`src/rtl/qa7_seg_pkg.sv`:
```
// Shared definitions for the tty debug seven-segment display stage:
// segment glyphs and the display FSM state encoding.
package qa7_seg_pkg;

    localparam logic [7:0] SEG_DASH = 8'h40;
    localparam logic [7:0] SEG_DP   = 8'h80;

    // Segment order {dp,g,f,e,d,c,b,a}, active high
    localparam logic [7:0] SEG_HEX [0:15] = '{
        8'h3F, 8'h06, 8'h5B, 8'h4F,
        8'h66, 8'h6D, 8'h7D, 8'h07,
        8'h7F, 8'h6F, 8'h77, 8'h7C,
        8'h39, 8'h5E, 8'h79, 8'h71
    };

    typedef enum logic [1:0] {
        ST_IDLE,
        ST_SHOW,
        ST_FROZEN
    } state_e;

    function automatic logic [7:0] seg_enc(input logic [3:0] n);
        return SEG_HEX[n];
    endfunction

endpackage

```
`src/rtl/qa7_tty_fifo.sv`:
```
// Small synchronous byte FIFO; full already accounts for a same-cycle pop
// so a push into a full FIFO that is being drained is still accepted.
module qa7_tty_fifo
    import qa7_seg_pkg::*;
#(
    parameter int DEPTH = 8
) (
    input  logic       clk,
    input  logic       rst,
    input  logic       push,
    input  logic       pop,
    input  logic [7:0] wr_data,
    output logic [7:0] rd_data,
    output logic       full,
    output logic       empty
);

    localparam int AW = $clog2(DEPTH);
    localparam int CW = AW + 1;

    logic [7:0]    mem [DEPTH];
    logic [AW-1:0] wr_ptr;
    logic [AW-1:0] rd_ptr;
    logic [CW-1:0] cnt;
    logic          do_push;
    logic          do_pop;

    assign empty   = (cnt == '0);
    assign do_pop  = pop && !empty;
    assign full    = (cnt == CW'(DEPTH)) && !do_pop;
    assign do_push = push && !full;
    assign rd_data = mem[rd_ptr];

    always_ff @(posedge clk) begin
        if (do_push) begin
            mem[wr_ptr] <= wr_data;
        end
    end

    always_ff @(posedge clk) begin
        if (rst) begin
            wr_ptr <= '0;
            rd_ptr <= '0;
            cnt    <= '0;
        end else begin
            if (do_push) begin
                wr_ptr <= wr_ptr + 1'b1;
            end
            if (do_pop) begin
                rd_ptr <= rd_ptr + 1'b1;
            end
            unique case ({do_push, do_pop})
                2'b10:   cnt <= cnt + 1'b1;
                2'b01:   cnt <= cnt - 1'b1;
                default: cnt <= cnt;
            endcase
        end
    end

endmodule

```
`src/rtl/qa7_tty_seg.sv`:
```
// Debug byte display: buffers tty bytes, shows each in hex for at least
// HOLD_MS milliseconds with a mod-16 byte count, freezes on tty_end.
module qa7_tty_seg
    import qa7_seg_pkg::*;
#(
    parameter int DEPTH   = 8,
    parameter int HOLD_MS = 250
) (
    input  logic       clk,
    input  logic       rst,
    input  logic       ena_ms,
    input  logic       tty_stb,
    input  logic [7:0] tty_dat,
    input  logic       tty_end,
    output logic [7:0] seg_hex0,
    output logic [7:0] seg_hex1,
    output logic [7:0] seg_hex2,
    output logic       ovf
);

    localparam int HW = (HOLD_MS > 0) ? $clog2(HOLD_MS + 1) : 1;
    localparam logic [HW-1:0] HOLD_INIT = HW'(HOLD_MS);

    state_e        state_q;
    state_e        state_d;
    logic [HW-1:0] hold_q;
    logic [3:0]    cnt_q;
    logic [3:0]    cnt_nxt;
    logic          push;
    logic          pop;
    logic          freeze;
    logic          full;
    logic          empty;
    logic [7:0]    rd_data;

    qa7_tty_fifo #(
        .DEPTH(DEPTH)
    ) u_fifo (
        .clk    (clk),
        .rst    (rst),
        .push   (push),
        .pop    (pop),
        .wr_data(tty_dat),
        .rd_data(rd_data),
        .full   (full),
        .empty  (empty)
    );

    assign push    = tty_stb && (state_q != ST_FROZEN);
    assign freeze  = (state_q != ST_FROZEN) && (state_d == ST_FROZEN);
    assign cnt_nxt = cnt_q + 4'd1;

    // tty_end has priority over a pending pop in the same cycle
    always_comb begin
        state_d = state_q;
        pop     = 1'b0;
        unique case (state_q)
            ST_IDLE: begin
                if (tty_end) begin
                    state_d = ST_FROZEN;
                end else if (!empty) begin
                    pop     = 1'b1;
                    state_d = ST_SHOW;
                end
            end
            ST_SHOW: begin
                if (tty_end) begin
                    state_d = ST_FROZEN;
                end else if (hold_q == '0 && !empty) begin
                    pop = 1'b1;
                end
            end
            ST_FROZEN: begin
                state_d = ST_FROZEN;
            end
            default: begin
                state_d = ST_IDLE;
            end
        endcase
    end

    always_ff @(posedge clk) begin
        if (rst) begin
            state_q  <= ST_IDLE;
            hold_q   <= '0;
            cnt_q    <= '0;
            seg_hex0 <= SEG_DASH;
            seg_hex1 <= SEG_DASH;
            seg_hex2 <= SEG_DASH;
            ovf      <= 1'b0;
        end else begin
            state_q <= state_d;
            if (push && full) begin
                ovf <= 1'b1;
            end
            if (pop) begin
                hold_q   <= HOLD_INIT;
                cnt_q    <= cnt_nxt;
                seg_hex0 <= seg_enc(rd_data[3:0]);
                seg_hex1 <= seg_enc(rd_data[7:4]);
                seg_hex2 <= seg_enc(cnt_nxt);
            end else if (state_q == ST_SHOW && !freeze
                         && ena_ms && hold_q != '0) begin
                hold_q <= hold_q - 1'b1;
            end
            if (freeze) begin
                seg_hex0 <= seg_hex0 | SEG_DP;
                seg_hex1 <= seg_hex1 | SEG_DP;
                seg_hex2 <= seg_hex2 | SEG_DP;
            end
        end
    end

endmodule

```
`config.mk`:
```
export PLATFORM = sky130hd
export DESIGN_NAME = qa7_tty_seg
export DESIGN_NICKNAME = d
export VERILOG_FILES = /design/src/rtl/qa7_seg_pkg.sv /design/src/rtl/qa7_tty_fifo.sv /design/src/rtl/qa7_tty_seg.sv
export SDC_FILE = /design/constraint.sdc
export NUM_CORES = 1
export LEC_CHECK = 0
export CORE_MARGIN = 1.5
export CORE_UTILIZATION = 35
export CTS_CLUSTER_SIZE = 20
export DETAILED_ROUTE_END_ITERATION = 6
export PLACE_DENSITY_LB_ADDON = 0.25
export SYNTH_ARGS = -nofsm -noshare
export SYNTH_HDL_FRONTEND = slang
export SYNTH_SLANG_ARGS = --single-unit
```
`constraint.sdc`:
```
create_clock -name clk -period 3.5 [get_ports clk]
set_clock_uncertainty 0.15 [all_clocks]
set_input_delay 0.7 -clock clk [delete_from_list [all_inputs] [get_ports clk]]
set_output_delay 0.7 -clock clk [all_outputs]
set_load 0.05 [all_outputs]
```
# Yosys cells after proc, flatten, opt, wreduce, memory -nomap -nowiden
# Memory sizes are Yosys's and may differ from the RTL's. A register that Yosys moved wholly into a read port is not among the register bits.
# Index checks and enable logic that the tools add are counted.
# totals
inputBits	13
mem_bits_ro	384
ram_bits	64
wordCells	89
register_bits	49
memories	4
# op_classes
addsub	6
bitwise	4
eq_ne	7
reduce_logical	23
muxes	28
order_cmp	3
# mem_list
name	words	word_bits	rd	rd_ports_with_merged_regs	write_ports	line_no	rtl
(name not given)	16	8	1	0	0	qa7_seg_pkg.sv:23	return SEG_HEX[n];
(name not given)	16	8	1	0	0	qa7_seg_pkg.sv:23	
(name not given)	16	8	1	0	0	qa7_seg_pkg.sv:23	
u_fifo.mem	8	8	1	1	1	qa7_tty_fifo.sv:21	logic [7:0] mem [DEPTH];
# ops
op	count
2-to-1 mux 8 bit	14
>= comparator 5 bit, second input constant	3
inverter 4 -> 5 bit	3
logical AND 1 bit	10
adder 4 x 1 -> 4 bit, second input constant	2
zero test 8 bit	1
case mux 4 bit (2 select lines)	1
nonzero test 8 bit	1
subtractor 8 x 1 -> 8 bit, second input constant	1
adder 3 x 1 -> 3 bit, second input constant	2
equality test 2 bit, second input constant	3
2-to-1 mux 1 bit	6
2-to-1 mux 2 bit	3
2-to-1 mux 3 bit	2
case mux 2 bit (3 select lines)	1
nonzero test 2 bit	3
equality test 2 x 1 -> 1 bit, second input constant	2
equality test 4 bit, second input constant	1
zero test 1 bit	4
zero test 4 bit	1
subtractor 4 x 1 -> 4 bit, second input constant	1
zero test 2 bit	1
inequality test 2 bit, second input constant	1
case mux 1 bit (2 select lines)	1
3 further kinds	3

# Logic depth before layout (Yosys ltp)
# logic_depth
word_depth	13
mapped_depth	15
depth_no_buf	13

# Modules after synthesis
# Synthesis repeated with hierarchy kept, for this count alone.
# hier_totals
cells_unflattened	455
area_unflattened_um2	5556.6
# by_module_without_submodules
module	area_per_inst_um2	cells_each	n_inst	seq_area_each_um2
qa7_tty_fifo	3231.8	176	1	2182.1
qa7_tty_seg	2324.7	279	1	740.7

# Worst setup path after synthesis
# No wires, ideal clock.
# synth_path
kind	flip-flop to flip-flop
startpoint	register hold_q[2]
endpoint	register u_fifo.cnt[2]
arrival_ns	2.995
t_required_ns	3.280
stages_incl_launch_ff	15
period_less_slack_ns	3.215
setup_slack_ns	0.285
path_cell_list	dfxtp_1 or4_1 buf_2 o31ai_2 nand2_1 inv_1 buf_2 buf_4 ha_1 xor2_1 ha_1 a21oi_1 xor2_1 or3_1 a21oi_1
# synth_via
elab_chain_len	12
elab_cells_between_ends	14
# synth_rtl
element	line_no	rtl
start: declaration	qa7_tty_seg.sv:26	logic [HW-1:0] hold_q;
start signal: assignment	qa7_tty_seg.sv:104	hold_q <= hold_q - 1'b1;
zero test 8 bit *	qa7_tty_seg.sv:69	end else if (hold_q == '0 && !empty) begin
logical AND 1 bit *	qa7_tty_seg.sv:69	
2-to-1 mux 1 bit *	qa7_tty_seg.sv:69	
2-to-1 mux 1 bit *	qa7_tty_seg.sv:67	if (tty_end) begin
case mux 1 bit (2 select lines) *	qa7_tty_seg.sv:57	unique case (state_q)
logical AND 1 bit *	qa7_tty_fifo.sv:29	assign do_pop = pop && !empty;
named net u_fifo.do_pop	qa7_tty_fifo.sv:26	logic do_pop;
zero test 1 bit	qa7_tty_fifo.sv:30	assign full = (cnt == CW'(DEPTH)) && !do_pop;
logical AND 1 bit	qa7_tty_fifo.sv:30	
zero test 1 bit	qa7_tty_fifo.sv:31	assign do_push = push && !full;
logical AND 1 bit	qa7_tty_fifo.sv:31	
equality test 2 x 1 -> 1 bit or equality test 2 bit (tied branches)	qa7_tty_fifo.sv:52	unique case ({do_push, do_pop})
case mux 4 bit (2 select lines) or nonzero test 2 bit (tied branches)	-	
end signal: assignment	qa7_tty_fifo.sv:53	2'b10: cnt <= cnt + 1'b1;
end signal: assignment	qa7_tty_fifo.sv:54	2'b01: cnt <= cnt - 1'b1;
end signal: assignment	qa7_tty_fifo.sv:55	default: cnt <= cnt;
end: declaration	qa7_tty_fifo.sv:24	logic [CW-1:0] cnt;
# Mark *: on every way through the listed nets, which the timed path passes. The rest lies on a longest branch.
# A chain may end at the register's enable or synchronous reset.

# Worst setup path in the final report
# layout_path
startpoint	register hold_q[2]
endpoint	register u_fifo.cnt[2]
# layout_via
elab_chain_len	12
elab_cells_between_ends	14
# layout_rtl
element	line_no
zero test 8 bit *	qa7_tty_seg.sv:69
logical AND 1 bit *	qa7_tty_seg.sv:69
2-to-1 mux 1 bit *	qa7_tty_seg.sv:69
2-to-1 mux 1 bit *	qa7_tty_seg.sv:67
case mux 1 bit (2 select lines) *	qa7_tty_seg.sv:57
logical AND 1 bit *	qa7_tty_fifo.sv:29
zero test 1 bit	qa7_tty_fifo.sv:30
logical AND 1 bit	qa7_tty_fifo.sv:30
zero test 1 bit	qa7_tty_fifo.sv:31
logical AND 1 bit	qa7_tty_fifo.sv:31
equality test 2 x 1 -> 1 bit or equality test 2 bit (tied branches)	qa7_tty_fifo.sv:52
case mux 4 bit (2 select lines) or nonzero test 2 bit (tied branches)	-
# Every way passes the cells marked *; elsewhere a longest branch is shown, timed or not.

==> flow_metrics.env <==
export IMPL_outcome="complete, no violations"
export IMPL_clock_latency_ns=0.42
export IMPL_drive_gt1_share_pct=16.7
export IMPL_cp_slowest_cell="or4_4"
export IMPL_ios=38
export IMPL_drt_wl_total_um=11000
export IMPL_fmax_mhz=309
export IMPL_cts_tree="yes"
export IMPL_setup_viol=0
export IMPL_switching_power_mw=1.76
export IMPL_power_frac_seq_pct=33.5
export IMPL_whs_path_depth=2
export IMPL_crit_required_ns=3.70
export IMPL_antenna_diode_count=0
export IMPL_async_reset_ff_share_pct=0
export IMPL_final_cells=690
export IMPL_synth_edf_count=64
export IMPL_dp_cells=659
export IMPL_fin_crit_ns=3.23
export IMPL_r2r_end="u_fifo.cnt[2]"
export IMPL_io_buffers=37
export IMPL_ys_seq_area_share_pct=54.5
export IMPL_p_clk_share_pct=33.3
export IMPL_ir_drop_uv=366
export IMPL_final_util_pct=43.7
export IMPL_place_gp_congestion=0.799
export IMPL_die_w_um=127
export IMPL_avgSynthCellArea_um2=12.2
export IMPL_avgViaCountPerCell=5.07
export IMPL_worstPathCellList="or4_4, o31a_1, o311ai_2, nand2_1, ha_1, xor2_1, ha_1, a21oi_1, xor2_1, or3_1, a21oi_1"
export IMPL_hp_start="seg_hex1[1]"
export IMPL_start_util_pct=35.5
export IMPL_path_clk_slew_ns=0.06
export IMPL_fin_tns_setup_ns=0
export IMPL_hold_end="seg_hex1[1]"
export IMPL_h_tree_depth=4
export IMPL_fillers=1381
export IMPL_first_pass_iters=4
export IMPL_clock_sinks=114
export IMPL_cp_max_fo=5
export IMPL_dpl_worst_slack_ns=0.186
export IMPL_grt_use_total_pct=15.1
export IMPL_core_area_mm2=0.0151
export IMPL_chipHeight_um=127
export IMPL_p_comb_share_pct=33.2
export IMPL_num_vias=3499
export IMPL_grt_start_max_net_pins=41
export IMPL_antenna_found_initial=0
export IMPL_drc=0
export IMPL_slew_limit_headroom_pct=50.4
export IMPL_areaGrowthSynthToFinish_pct=22.9
export IMPL_max_stage_delay_ns=0.58
export IMPL_worstSetupPathType="register to register"
export IMPL_min_period_over_period_pct=92.4
export IMPL_maxCapViolCount=0
export IMPL_syn_area_mm2=0.00536
export IMPL_reg2reg_setup_slack_ns=0.27
export IMPL_finalPower_mw=5.17
export IMPL_cellPowerDensity_mw_per_mm2=784
export IMPL_syn_nets=480
export IMPL_reg2reg_depth=11
export IMPL_dr_first_iter_drc_count=255
export IMPL_critPathLaunchType="register"
export IMPL_layout_setup_ws_ns=0.266
export IMPL_numCtsBuffers=17
export IMPL_leakage_nw=2.34
export IMPL_cts_root_buf="clkbuf_16"
export IMPL_switching_share_pct=34.1
export IMPL_nets=531
export IMPL_ys_flop_type="edfxtp_1"
export IMPL_rsz0062_at_grt="false"
export IMPL_yosysUniqueCellTypes=54
export IMPL_hold_viol=0
export IMPL_dp_hpwl_um=7310
export IMPL_ys_warnings_count=0
export IMPL_ys_seq_elements=114
export IMPL_cts_buffer_depth=2
export IMPL_grt_pass1_vias=3497
export IMPL_grt_pass1_wl_um=18200
export IMPL_r2r_start="hold_q[2]"
export IMPL_cts_hold_buf=0
export IMPL_min_path_type="register to register"
export IMPL_rows=45
export IMPL_postCtsSetupBuffers=0
export IMPL_syn_inst=439
export IMPL_wl_per_cell_um=15.9
export IMPL_worstMarginPinSlew_ns=0.745
export IMPL_worst_ep_arrival_time_ns=3.43
export IMPL_drtAntennaViolNets=0
export IMPL_end_kind="register"
export IMPL_crit_path_start="hold_q[2]"
export IMPL_drv_slew=0
export IMPL_grt_overflow=0
export IMPL_die_area_mm2=0.0161
export IMPL_intPower_mw=3.41
==> sequential cells by signal, summed over array words and instances, names as in the netlist, named ones only <==
name / cells
u_fifo.mem: 64
hold_q: 8
seg_hex0: 8
seg_hex1: 7
seg_hex2: 7
cnt_q: 4
u_fifo.cnt: 4
u_fifo.rd_ptr: 3
u_fifo.wr_ptr: 3
state_q: 2
ovf: 1
==> layer usage <==
| metal | global-route usage (%) | vias up | share of wire, % |
|---|---|---|---|
| met5 | 0 | - | 0 |
| met3 | 4.68 | 15 | 3.8 |
| met2 | 24.2 | 58 | 48 |
| met4 | 6.82 | 0 | 1.5 |
| met1 | 18.7 | 1686 | 47 |
| li1 | - | 1740 | - |
==> what timing repair did <==
item / 4_1_cts / 5_1_grt
gates resized for setup: 0 / 1
endpoints found under the setup margin: 0 / 1
hold endpoints to repair: 0 / 0
==> critical path: cells and delay by family, from the launching register on <==
| kind | cells | cell delay (ns) |
|---|---|---|
| flip-flops | 1 | 0.34 |
| AND/OR/NAND/NOR | 3 | 1.02 |
| XOR/XNOR | 2 | 0.25 |
| AO/OA/AOI/OAI | 4 | 0.96 |
| adder cells (fa/ha/maj) | 2 | 0.44 |
==> power groups by stage <==
stage,clock network [mW],logic [mW],registers [mW]
after floorplan,0,1.03,1.98
after detailed placement,0,1.71,1.76
after CTS,1.75,1.72,1.73
after global routing,1.83,1.88,1.76
final,1.72,1.71,1.73
after global placement,0,1.70,1.75
==> worst max-delay path by stage <==
stage	endpoint	slack, ns	depth (start not counted)
2_1_floorplan	u_fifo.cnt[2]	0.28	14
6_report	u_fifo.cnt[2]	0.27	11
5_1_grt	u_fifo.cnt[2]	0.05	11
3_5_place_dp	u_fifo.cnt[2]	0.19	10
4_1_cts	u_fifo.cnt[2]	0.18	11
3_3_place_gp	u_fifo.cnt[2]	0.29	11
==> Yosys cell counts (8+ instances only) <==
cell | count | area [µm²]
nor3_1 | 15 | 75.1
xnor2_1 | 10 | 87.6
xor2_1 | 9 | 78.8
edfxtp_1 | 64 | 1920
a21oi_1 | 32 | 160
mux2_2 | 8 | 90.1
nor2_1 | 35 | 131
nand2_1 | 24 | 90.1
ha_1 | 28 | 350
inv_1 | 17 | 63.8
mux2i_1 | 10 | 100
nand3_1 | 11 | 55.1
mux4_2 | 17 | 383
clkbuf_1 | 13 | 48.8
buf_2 | 9 | 45.0
dfxtp_1 | 50 | 1000
o21ai_0 | 9 | 45.0
==> through the flow <==
stage                     instance area [µm²]  hold WS, ns
after floorplan                          5360        0.283
after global placement                   6000        0.298
after detailed placement                 6000        0.304
after CTS                                6590        0.311
after global routing                     6590        0.329
final                                    6590        0.306
==> layout make-up <==
class                   count  area [µm²]  area share [%]
clock buffers              18         429            6.51
flip-flops and latches    114        2920            44.4
inverters                  17        63.8           0.968
repair buffers             58         523            7.94
clock inverters            13         161            2.45
multi-input cells         282        2250            34.2
well taps                 188         235            3.57
==> cells in the final DEF (no fill, tap or decap), types with 4 or more instances in the layout <==
cell type        instances
buf_4                   21
dfxtp_1                 50
xnor2_1                 10
inv_1                   17
edfxtp_1                64
nor4_1                   6
clkdlybuf4s50_1         36
a211oi_1                 7
a21oi_1                 32
nand3_1                 11
nor2_1                  35
mux2_2                   8
nor3_1                  15
ha_1                    28
nand2b_1                 4
nor2b_1                  6
xor2_1                   9
mux4_2                  17
o21ai_0                  9
mux2i_1                 10
nand2_1                 24
and3_1                   4
clkbuf_16               17
a221o_1                  4
clkinvlp_4               5
or3_1                    5
==> cells by family after synthesis <==
kind of cell	count (synthesis)	synth area share (%)
and+or+nand+nor	123	11.5
DFF	114	54.5
AOI/OAI and AO/OA	77	10.1
buffers and inverters	43	3.50
muxes	35	10.7
adders and majority gates	28	6.53
xor gates and xnor gates	19	3.10
(Power assumes the default switching activity.)
